File: src/rtl/sprite_pkg.sv
// rtl/sprite_pkg.sv - shared types, screen constants and ROM pattern for the sprite blitter
package sprite_pkg;

    typedef struct packed {
        logic [3:0] red;
        logic [3:0] green;
        logic [3:0] blue;
    } rgb444_t;

    localparam logic [10:0] H_ACTIVE        = 11'd640;
    localparam logic [10:0] V_ACTIVE        = 11'd480;
    localparam int          TRANSPARENT_IDX = 0;

    // Built-in texel image: index grows by 5 per texel, texel 0 opaque.
    function automatic logic [31:0] texel_pattern(input logic [31:0] addr, input logic [31:0] sel);
        return addr * 32'd5 + 32'd2 + sel;
    endfunction

endpackage

File: src/rtl/sprite_blitter_if.sv
// rtl/sprite_blitter_if.sv - beam, sprite request and colour signals of the blitter
interface sprite_blitter_if;
    logic [9:0] DrawX;
    logic [9:0] DrawY;
    logic       blank;
    logic [9:0] pos_x;
    logic [9:0] pos_y;
    logic       show;
    logic [3:0] bg_red;
    logic [3:0] bg_green;
    logic [3:0] bg_blue;
    logic [3:0] red;
    logic [3:0] green;
    logic [3:0] blue;
    logic       hit;

    modport master (
        output DrawX, DrawY, blank, pos_x, pos_y, show, bg_red, bg_green, bg_blue,
        input  red, green, blue, hit
    );

    modport slave (
        input  DrawX, DrawY, blank, pos_x, pos_y, show, bg_red, bg_green, bg_blue,
        output red, green, blue, hit
    );
endinterface

File: src/rtl/sprite_rom.sv
// rtl/sprite_rom.sv - sprite texel ROM, one-cycle synchronous read
module sprite_rom
    import sprite_pkg::*;
#(
    parameter int DEPTH    = 968,
    parameter int WIDTH    = 3,
    parameter int ADDR_W   = 10,
    parameter int INIT_SEL = 0
) (
    input  logic              clk,
    input  logic              reset_n,
    input  logic [ADDR_W-1:0] addr_i,
    output logic [WIDTH-1:0]  data_o
);

    logic [WIDTH-1:0] data_q;
    logic [WIDTH-1:0] data_d;

    // Addresses past the image read as transparent.
    always_comb begin
        data_d = '0;
        if (32'(addr_i) < 32'(DEPTH)) begin
            data_d = WIDTH'(texel_pattern(32'(addr_i), 32'(INIT_SEL)));
        end
    end

    always_ff @(posedge clk or negedge reset_n) begin
        if (!reset_n) begin
            data_q <= '0;
        end else begin
            data_q <= data_d;
        end
    end

    assign data_o = data_q;

endmodule

File: src/rtl/sprite_blitter.sv
// rtl/sprite_blitter.sv - scaled palette sprite composited over a background, 3-cycle pipeline
module sprite_blitter
    import sprite_pkg::*;
#(
    parameter int IMG_W = 44,
    parameter int IMG_H = 22,
    parameter int SCALE = 4,
    parameter int IDX_W = 3
) (
    input  logic            vga_clk,
    input  logic            reset_n,
    sprite_blitter_if.slave vga
);

    localparam int DEPTH  = IMG_W * IMG_H;
    localparam int ADDR_W = (DEPTH > 1) ? $clog2(DEPTH) : 1;
    localparam int COL_W  = $clog2(IMG_W + 1);
    localparam int ROW_W  = $clog2(IMG_H + 1);
    localparam int SUB_W  = (SCALE > 1) ? $clog2(SCALE) : 1;
    localparam logic [10:0]      BOX_W    = 11'(IMG_W * SCALE);
    localparam logic [10:0]      BOX_H    = 11'(IMG_H * SCALE);
    localparam logic [SUB_W-1:0] SUB_LAST = SUB_W'(SCALE - 1);

    logic [9:0]        sx_q, sy_q;
    logic              show_q;
    logic [COL_W-1:0]  col_q, col_d, cur_col;
    logic [SUB_W-1:0]  csub_q, csub_d, cur_csub;
    logic [ROW_W-1:0]  row_q, row_d, cur_row;
    logic [SUB_W-1:0]  rsub_q, rsub_d, cur_rsub;
    logic [ADDR_W-1:0] addr_q, addr_d;
    logic              frame_origin, at_sx, in_x, in_y, in_box, vis;
    rgb444_t           bg_in, bg_q1, bg_q2, pix_q, pix_d, pal;
    logic              blank_q1, blank_q2, vis_q1, vis_q2, hit_q, hit_d;
    logic [IDX_W-1:0]  rom_idx;

    assign bg_in = '{red: vga.bg_red, green: vga.bg_green, blue: vga.bg_blue};

    // Box edges are 11 bits wide so a sprite near the right/bottom clips instead of wrapping.
    always_comb begin
        frame_origin = (vga.DrawX == 10'd0) && (vga.DrawY == 10'd0);
        at_sx  = (vga.DrawX == sx_q);
        in_x   = ({1'b0, vga.DrawX} >= {1'b0, sx_q}) && ({1'b0, vga.DrawX} < ({1'b0, sx_q} + BOX_W))
                 && ({1'b0, vga.DrawX} < H_ACTIVE);
        in_y   = ({1'b0, vga.DrawY} >= {1'b0, sy_q}) && ({1'b0, vga.DrawY} < ({1'b0, sy_q} + BOX_H))
                 && ({1'b0, vga.DrawY} < V_ACTIVE);
        in_box = in_x && in_y;
        vis    = in_box && show_q;
    end

    // Row state steps once per line on the left-edge pixel, so it is stable across the line.
    always_comb begin
        cur_row  = row_q;
        cur_rsub = rsub_q;
        if (at_sx && in_y) begin
            if (vga.DrawY == sy_q) begin
                cur_row  = '0;
                cur_rsub = '0;
            end else if (rsub_q == SUB_LAST) begin
                cur_row  = row_q + 1'b1;
                cur_rsub = '0;
            end else begin
                cur_rsub = rsub_q + 1'b1;
            end
        end
        row_d  = cur_row;
        rsub_d = cur_rsub;
    end

    // Column counters only move inside the box; a line wrap leaves them untouched.
    always_comb begin
        cur_col  = col_q;
        cur_csub = csub_q;
        if (at_sx) begin
            cur_col  = '0;
            cur_csub = '0;
        end
        col_d  = col_q;
        csub_d = csub_q;
        if (in_box) begin
            if (cur_csub == SUB_LAST) begin
                col_d  = cur_col + 1'b1;
                csub_d = '0;
            end else begin
                col_d  = cur_col;
                csub_d = cur_csub + 1'b1;
            end
        end
        addr_d = ADDR_W'(32'(cur_row) * 32'(IMG_W) + 32'(cur_col));
    end

    sprite_rom #(
        .DEPTH   (DEPTH),
        .WIDTH   (IDX_W),
        .ADDR_W  (ADDR_W),
        .INIT_SEL(0)
    ) u_rom (
        .clk    (vga_clk),
        .reset_n(reset_n),
        .addr_i (addr_q),
        .data_o (rom_idx)
    );

    always_comb begin
        pal = '{red: 4'h0, green: 4'h0, blue: 4'h0};
        case (32'(rom_idx))
            32'd1:   pal = '{red: 4'hF, green: 4'h0, blue: 4'h0};
            32'd2:   pal = '{red: 4'h0, green: 4'hF, blue: 4'h0};
            32'd3:   pal = '{red: 4'h0, green: 4'h0, blue: 4'hF};
            32'd4:   pal = '{red: 4'hF, green: 4'hF, blue: 4'h0};
            32'd5:   pal = '{red: 4'h0, green: 4'hF, blue: 4'hF};
            32'd6:   pal = '{red: 4'hF, green: 4'h0, blue: 4'hF};
            32'd7:   pal = '{red: 4'hF, green: 4'hF, blue: 4'hF};
            default: pal = '{red: 4'h8, green: 4'h8, blue: 4'h8};
        endcase
    end

    always_comb begin
        pix_d = '0;
        hit_d = 1'b0;
        if (blank_q2) begin
            if (vis_q2 && (rom_idx != IDX_W'(TRANSPARENT_IDX))) begin
                pix_d = pal;
                hit_d = 1'b1;
            end else begin
                pix_d = bg_q2;
            end
        end
    end

    always_ff @(posedge vga_clk or negedge reset_n) begin
        if (!reset_n) begin
            sx_q     <= '0;
            sy_q     <= '0;
            show_q   <= 1'b0;
            col_q    <= '0;
            csub_q   <= '0;
            row_q    <= '0;
            rsub_q   <= '0;
            addr_q   <= '0;
            bg_q1    <= '0;
            bg_q2    <= '0;
            blank_q1 <= 1'b0;
            blank_q2 <= 1'b0;
            vis_q1   <= 1'b0;
            vis_q2   <= 1'b0;
            pix_q    <= '0;
            hit_q    <= 1'b0;
        end else begin
            if (frame_origin) begin
                sx_q   <= vga.pos_x;
                sy_q   <= vga.pos_y;
                show_q <= vga.show;
            end
            col_q    <= col_d;
            csub_q   <= csub_d;
            row_q    <= row_d;
            rsub_q   <= rsub_d;
            addr_q   <= addr_d;
            bg_q1    <= bg_in;
            blank_q1 <= vga.blank;
            vis_q1   <= vis;
            bg_q2    <= bg_q1;
            blank_q2 <= blank_q1;
            vis_q2   <= vis_q1;
            pix_q    <= pix_d;
            hit_q    <= hit_d;
        end
    end

    assign vga.red   = pix_q.red;
    assign vga.green = pix_q.green;
    assign vga.blue  = pix_q.blue;
    assign vga.hit   = hit_q;

endmodule

File: src/flat_wrapper.sv
// flat-port wrapper written by rule: the top's interface ports become plain ports
module sprite_blitter_flat import sprite_pkg::*;
#(
    parameter int IMG_W = 44,
    parameter int IMG_H = 22,
    parameter int SCALE = 4,
    parameter int IDX_W = 3
)
  (vga_clk, reset_n, vga_DrawX, vga_DrawY, vga_blank, vga_pos_x, vga_pos_y, vga_show, vga_bg_red, vga_bg_green, vga_bg_blue, vga_red, vga_green, vga_blue, vga_hit);
  sprite_blitter_if vga_i ();
  input  logic vga_clk;
  input  logic reset_n;
  input wire logic [$bits(vga_i.DrawX)-1:0] vga_DrawX;
  input wire logic [$bits(vga_i.DrawY)-1:0] vga_DrawY;
  input wire logic [$bits(vga_i.blank)-1:0] vga_blank;
  input wire logic [$bits(vga_i.pos_x)-1:0] vga_pos_x;
  input wire logic [$bits(vga_i.pos_y)-1:0] vga_pos_y;
  input wire logic [$bits(vga_i.show)-1:0] vga_show;
  input wire logic [$bits(vga_i.bg_red)-1:0] vga_bg_red;
  input wire logic [$bits(vga_i.bg_green)-1:0] vga_bg_green;
  input wire logic [$bits(vga_i.bg_blue)-1:0] vga_bg_blue;
  output wire logic [$bits(vga_i.red)-1:0] vga_red;
  output wire logic [$bits(vga_i.green)-1:0] vga_green;
  output wire logic [$bits(vga_i.blue)-1:0] vga_blue;
  output wire logic [$bits(vga_i.hit)-1:0] vga_hit;
  assign vga_i.DrawX = vga_DrawX;
  assign vga_i.DrawY = vga_DrawY;
  assign vga_i.blank = vga_blank;
  assign vga_i.pos_x = vga_pos_x;
  assign vga_i.pos_y = vga_pos_y;
  assign vga_i.show = vga_show;
  assign vga_i.bg_red = vga_bg_red;
  assign vga_i.bg_green = vga_bg_green;
  assign vga_i.bg_blue = vga_bg_blue;
  assign vga_red = vga_i.red;
  assign vga_green = vga_i.green;
  assign vga_blue = vga_i.blue;
  assign vga_hit = vga_i.hit;
  sprite_blitter #(.IMG_W(IMG_W), .IMG_H(IMG_H), .SCALE(SCALE), .IDX_W(IDX_W)) u_core (.vga_clk(vga_clk), .reset_n(reset_n), .vga(vga_i));
endmodule
File: config.mk
export PLATFORM = sky130hd
export DESIGN_NAME = sprite_blitter_flat
export DESIGN_NICKNAME = d
export VERILOG_FILES = /design/src/rtl/sprite_pkg.sv /design/src/rtl/sprite_blitter_if.sv /design/src/rtl/sprite_rom.sv /design/src/rtl/sprite_blitter.sv /design/src/flat_wrapper.sv
export SDC_FILE = /design/constraint.sdc
export NUM_CORES = 1
export LEC_CHECK = 0
export CAP_MARGIN = 40
export CORE_ASPECT_RATIO = 2
export CORE_MARGIN = 2
export CORE_UTILIZATION = 55
export CTS_CLUSTER_DIAMETER = 200
export CTS_CLUSTER_SIZE = 16
export DETAILED_ROUTE_END_ITERATION = 6
export GPL_TIMING_DRIVEN = 0
export HOLD_SLACK_MARGIN = 0.05
export PLACE_DENSITY_LB_ADDON = 0.15
export SETUP_SLACK_MARGIN = 0.5
export SKIP_CTS_REPAIR_TIMING = 1
export SLEW_MARGIN = 0
export SYNTH_ARGS = -nofsm -noshare
export SYNTH_HDL_FRONTEND = slang
export SYNTH_SLANG_ARGS = --single-unit
File: constraint.sdc
create_clock -name vga_clk -period 8.4 [get_ports vga_clk]
set_clock_uncertainty 0.1 [all_clocks]
set_input_delay 0.84 -clock vga_clk [delete_from_list [all_inputs] [get_ports vga_clk]]
set_output_delay 0.84 -clock vga_clk [all_outputs]
set_load 0.02 [all_outputs]
==> impl_metrics.tcl <==
set metrics [dict create \
    status "finished clean" \
    setup_tns_after_final_layout_ps 0 \
    timing.setup.critical_path_class "primary input to flop" \
    antennaDiodeCount 0 \
    syn-mean-instance-area_um2 10.4 \
    synth_area_leaders "dfrtp_1 (46%), ha_1 (15%), o21ai_0 (3.1%)" \
    port-buffer-count 68 \
    floorplan.rows 49 \
    area_growth_syn_to_layout_pct 22.5 \
    crit_fanout 10 \
    dpl_cell_area_um2 5780 \
    yosysTopAreaCellShare_pct 45.6 \
    floorplan.initialDensity_pct 55.6 \
    synth_ff_type "dfrtp_1" \
    finalWirelength_um 10600 \
    drt-initial-drc-count 210 \
    timing.critical_path.arrival_ps 5940 \
    dp_hpwl_um 8220 \
    synth_edf_count 0 \
    mappedNetlistArea_um2 4940 \
    floorplan.die_area_um2 9810 \
    grt.busiest_layer "met2" \
    r2r_setup_slack_ps 2790 \
    cts_sinks 90 \
    timing_worst_slew_pin_value_ps 625 \
    layout.area.seq_um2 2250 \
    syn-instance-count 477 \
    tritoncts_clock_tree "done" \
    crit_top_cell "ha_1" \
    gp_congestion 0.851 \
    pins_over_slew_limit 0 \
    powerDensity_nw_per_um2 147 \
    whs_endpoint "u_core.bg_q2[3]" \
    setup_repair_after_global_routing_missed_its_margin "no" \
    drtAntennaViolNets 0 \
    grt_max_degree 70 \
    fp.dieH_um 138 \
    critical_path.startpoint_type "primary input" \
    finalHoldViolCount 0 \
    globalRouteMet3Util_pct 3.50 \
    grtUsageTotal_pct 23.0 \
    achievable-frequency_mhz 171 \
    post_route_cells_drive_above_1_share_pct 6.41 \
    dr_wl_cell_um 16.0 \
    core_um2 8890 \
    die_x_um 71.0 \
    synth.yosys.warnings 0 \
    fin_nets 674 \
    min_period_over_period_pct 69.5 \
    period_minus_slack_ps 5840 \
    worstReg2RegEnd "u_core.addr_q[9]" \
    grt_pass1_wl_um 18200 \
    ys_seq_elements 90 \
    route.detailed.vias_per_inst 5.86 \
    ctsLongestPathBuffers 2 \
    syn_nets 594 \
    critPathRequiredTime_ps 8500 \
    gr_util_met1_pct 24.4 \
    floorplan.io_pins 69 \
    synthArstFlopShare_pct 100 \
    most_common_cell_after_layout_fill_and_taps_aside "dfrtp_1" \
    worst_ir_drop_on_vdd_v 0.000109 \
    worstSkewPairLatency_ps 340 \
    p_leak_uw 0.00295 \
    critPathMaxStageDelay_ps 550 \
    setup_viol 0 \
    timing.max_cap.violations 0 \
    seq_area_frac_synth_pct 45.6 \
    cp_cell_sequence "clkdlybuf4s50_1, ha_1, a211oi_1, o211ai_1, o211ai_1, o2111ai_2, or4b_1, nand2_1, ha_1, ha_1, fa_1, ha_1, o21ai_0, nor2_1, o21a_1, a311oi_1, a211o_1, xor2_1" \
    min-delay-start "u_core.bg_q1[3]" \
    layout.cells.most_common_list "dfrtp_1 (90), clkdlybuf4s50_1 (67), ha_1 (58), nand2_1 (40), o21ai_0 (31)" \
    first_pass_iters 4 \
    timing.hold.worst.class "flop to flop" \
    synth_cell_types 56 \
    htreeDepth 3 \
    clk_pin_slew_ps 60 \
    reg2reg_from "u_core.sy_q[3]" \
    global_route.overflow_total 0 \
    number_of_buffers_created_by_cts 9 \
    fill_count 690 \
    final_critical_path_setup_slack_ps 2560 \
    detailroute.via_count 3889 \
    critical_path.slowest_cell "or4b_1" \
    clockRootBuffer "clkbuf_16" \
    number_of_instances_on_the_worst_hold_path 0 \
    multi_input_area_um2 2530 \
    maxSlewHeadroom_pct 58.0 \
    layout.cell_area.non_filler_um2 6060 \
    rr_worst_depth 21 \
    post-place-ws_ps 2280 \
    first_global_vias 4134 \
    grt_antenna_before_repair 0 \
    worst_setup_path_end_kind "flop" \
    met2_resource_use_gr_pct 42.5 \
    yosysTopAreaCell "dfrtp_1" \
    drt_drc_violations_left 0 \
]
## critical path, delay by kind of cell
| family | cells | cell delay [ps] |
|---|---|---|
| xor gates and xnor gates | 1 | 150 |
| buffers and inverters | 1 | 490 |
| adders and majority gates | 5 | 1740 |
| and+or+nand+nor | 3 | 880 |
| AOI/OAI and AO/OA | 8 | 1810 |
## report_power, final
part / switching, uW / internal [uW] / total (uW) / leakage, uW
clock: 164 / 210 / 374 / 0.000132
sequential: 3.44 / 443 / 446 / 0.00105
combinational: 33.0 / 39.0 / 71.9 / 0.00176
## cell usage after synthesis, drive strengths merged (8+ instances only)
cell type and count:
inv 27, nand4 8, a21oi 25, o21a 8, nand3 10, a21o 11, nand2 40, and2 9
o21ai 31, xnor2 13, clkbuf 11, dfrtp 90, ha 58, nor2 29, nor3 14
## metrics by stage
stage                     hold slack (ps)  instances  utilization, %  power (uW)
after floorplan                       231        477               -         475
after global placement                233        647            64.7         523
after detailed placement              238        648            65.0         526
after CTS                             252        664            68.1         900
after global routing                  255        664            68.1         924
final                                 251        664            68.1         892
## worst max-delay path by stage
stage / cells after the start / startpoint / endpoint
final: 18 / vga_DrawY[6] / u_core.addr_q[9]
after global routing: 17 / vga_DrawY[6] / u_core.addr_q[9]
after CTS: 18 / vga_DrawY[6] / u_core.addr_q[9]
after detailed placement: 18 / vga_DrawY[6] / u_core.addr_q[9]
after global placement: 17 / vga_DrawY[6] / u_core.addr_q[9]
after floorplan: 17 / vga_DrawY[6] / u_core.addr_q[9]
## final cells by class
cell class / count / area share [%]
buffer: 14 / 0.992
clock buffer: 11 / 4.01
clock inverter: 5 / 0.620
inverter: 27 / 1.67
multi-input combinational: 346 / 41.8
sequential: 90 / 37.2
tap: 102 / 2.11
timing repair buffer: 69 / 11.7
## cell families after synthesis
kind of cell	share of synthesized area, %
muxes	1.19
adders and majority gates	15.9
xor gates and xnor gates	3.54
DFF	45.6
AOI/OAI and AO/OA	16.2
and+or+nand+nor	14.4
buffers and inverters	3.27
## state kept, by name, indices dropped and copies added (netlist names), 4 cells and up
| signal | flops |
|---|---|
| u_core.addr_q | 10 |
| u_core.bg_q1 | 12 |
| u_core.bg_q2 | 12 |
| u_core.col_q | 6 |
| u_core.row_q | 5 |
| u_core.sx_q | 10 |
| u_core.sy_q | 10 |
| u_core.vga.blue | 4 |
| u_core.vga.green | 4 |
| u_core.vga.red | 4 |
## routing by layer
layer | up-vias | routed length (um)
li1 | 1882 | -
met1 | 1896 | 3950
met2 | 85 | 6070
met3 | 26 | 284
met4 | 0 | 344
met5 | - | 0
(Power assumes the default switching activity.)
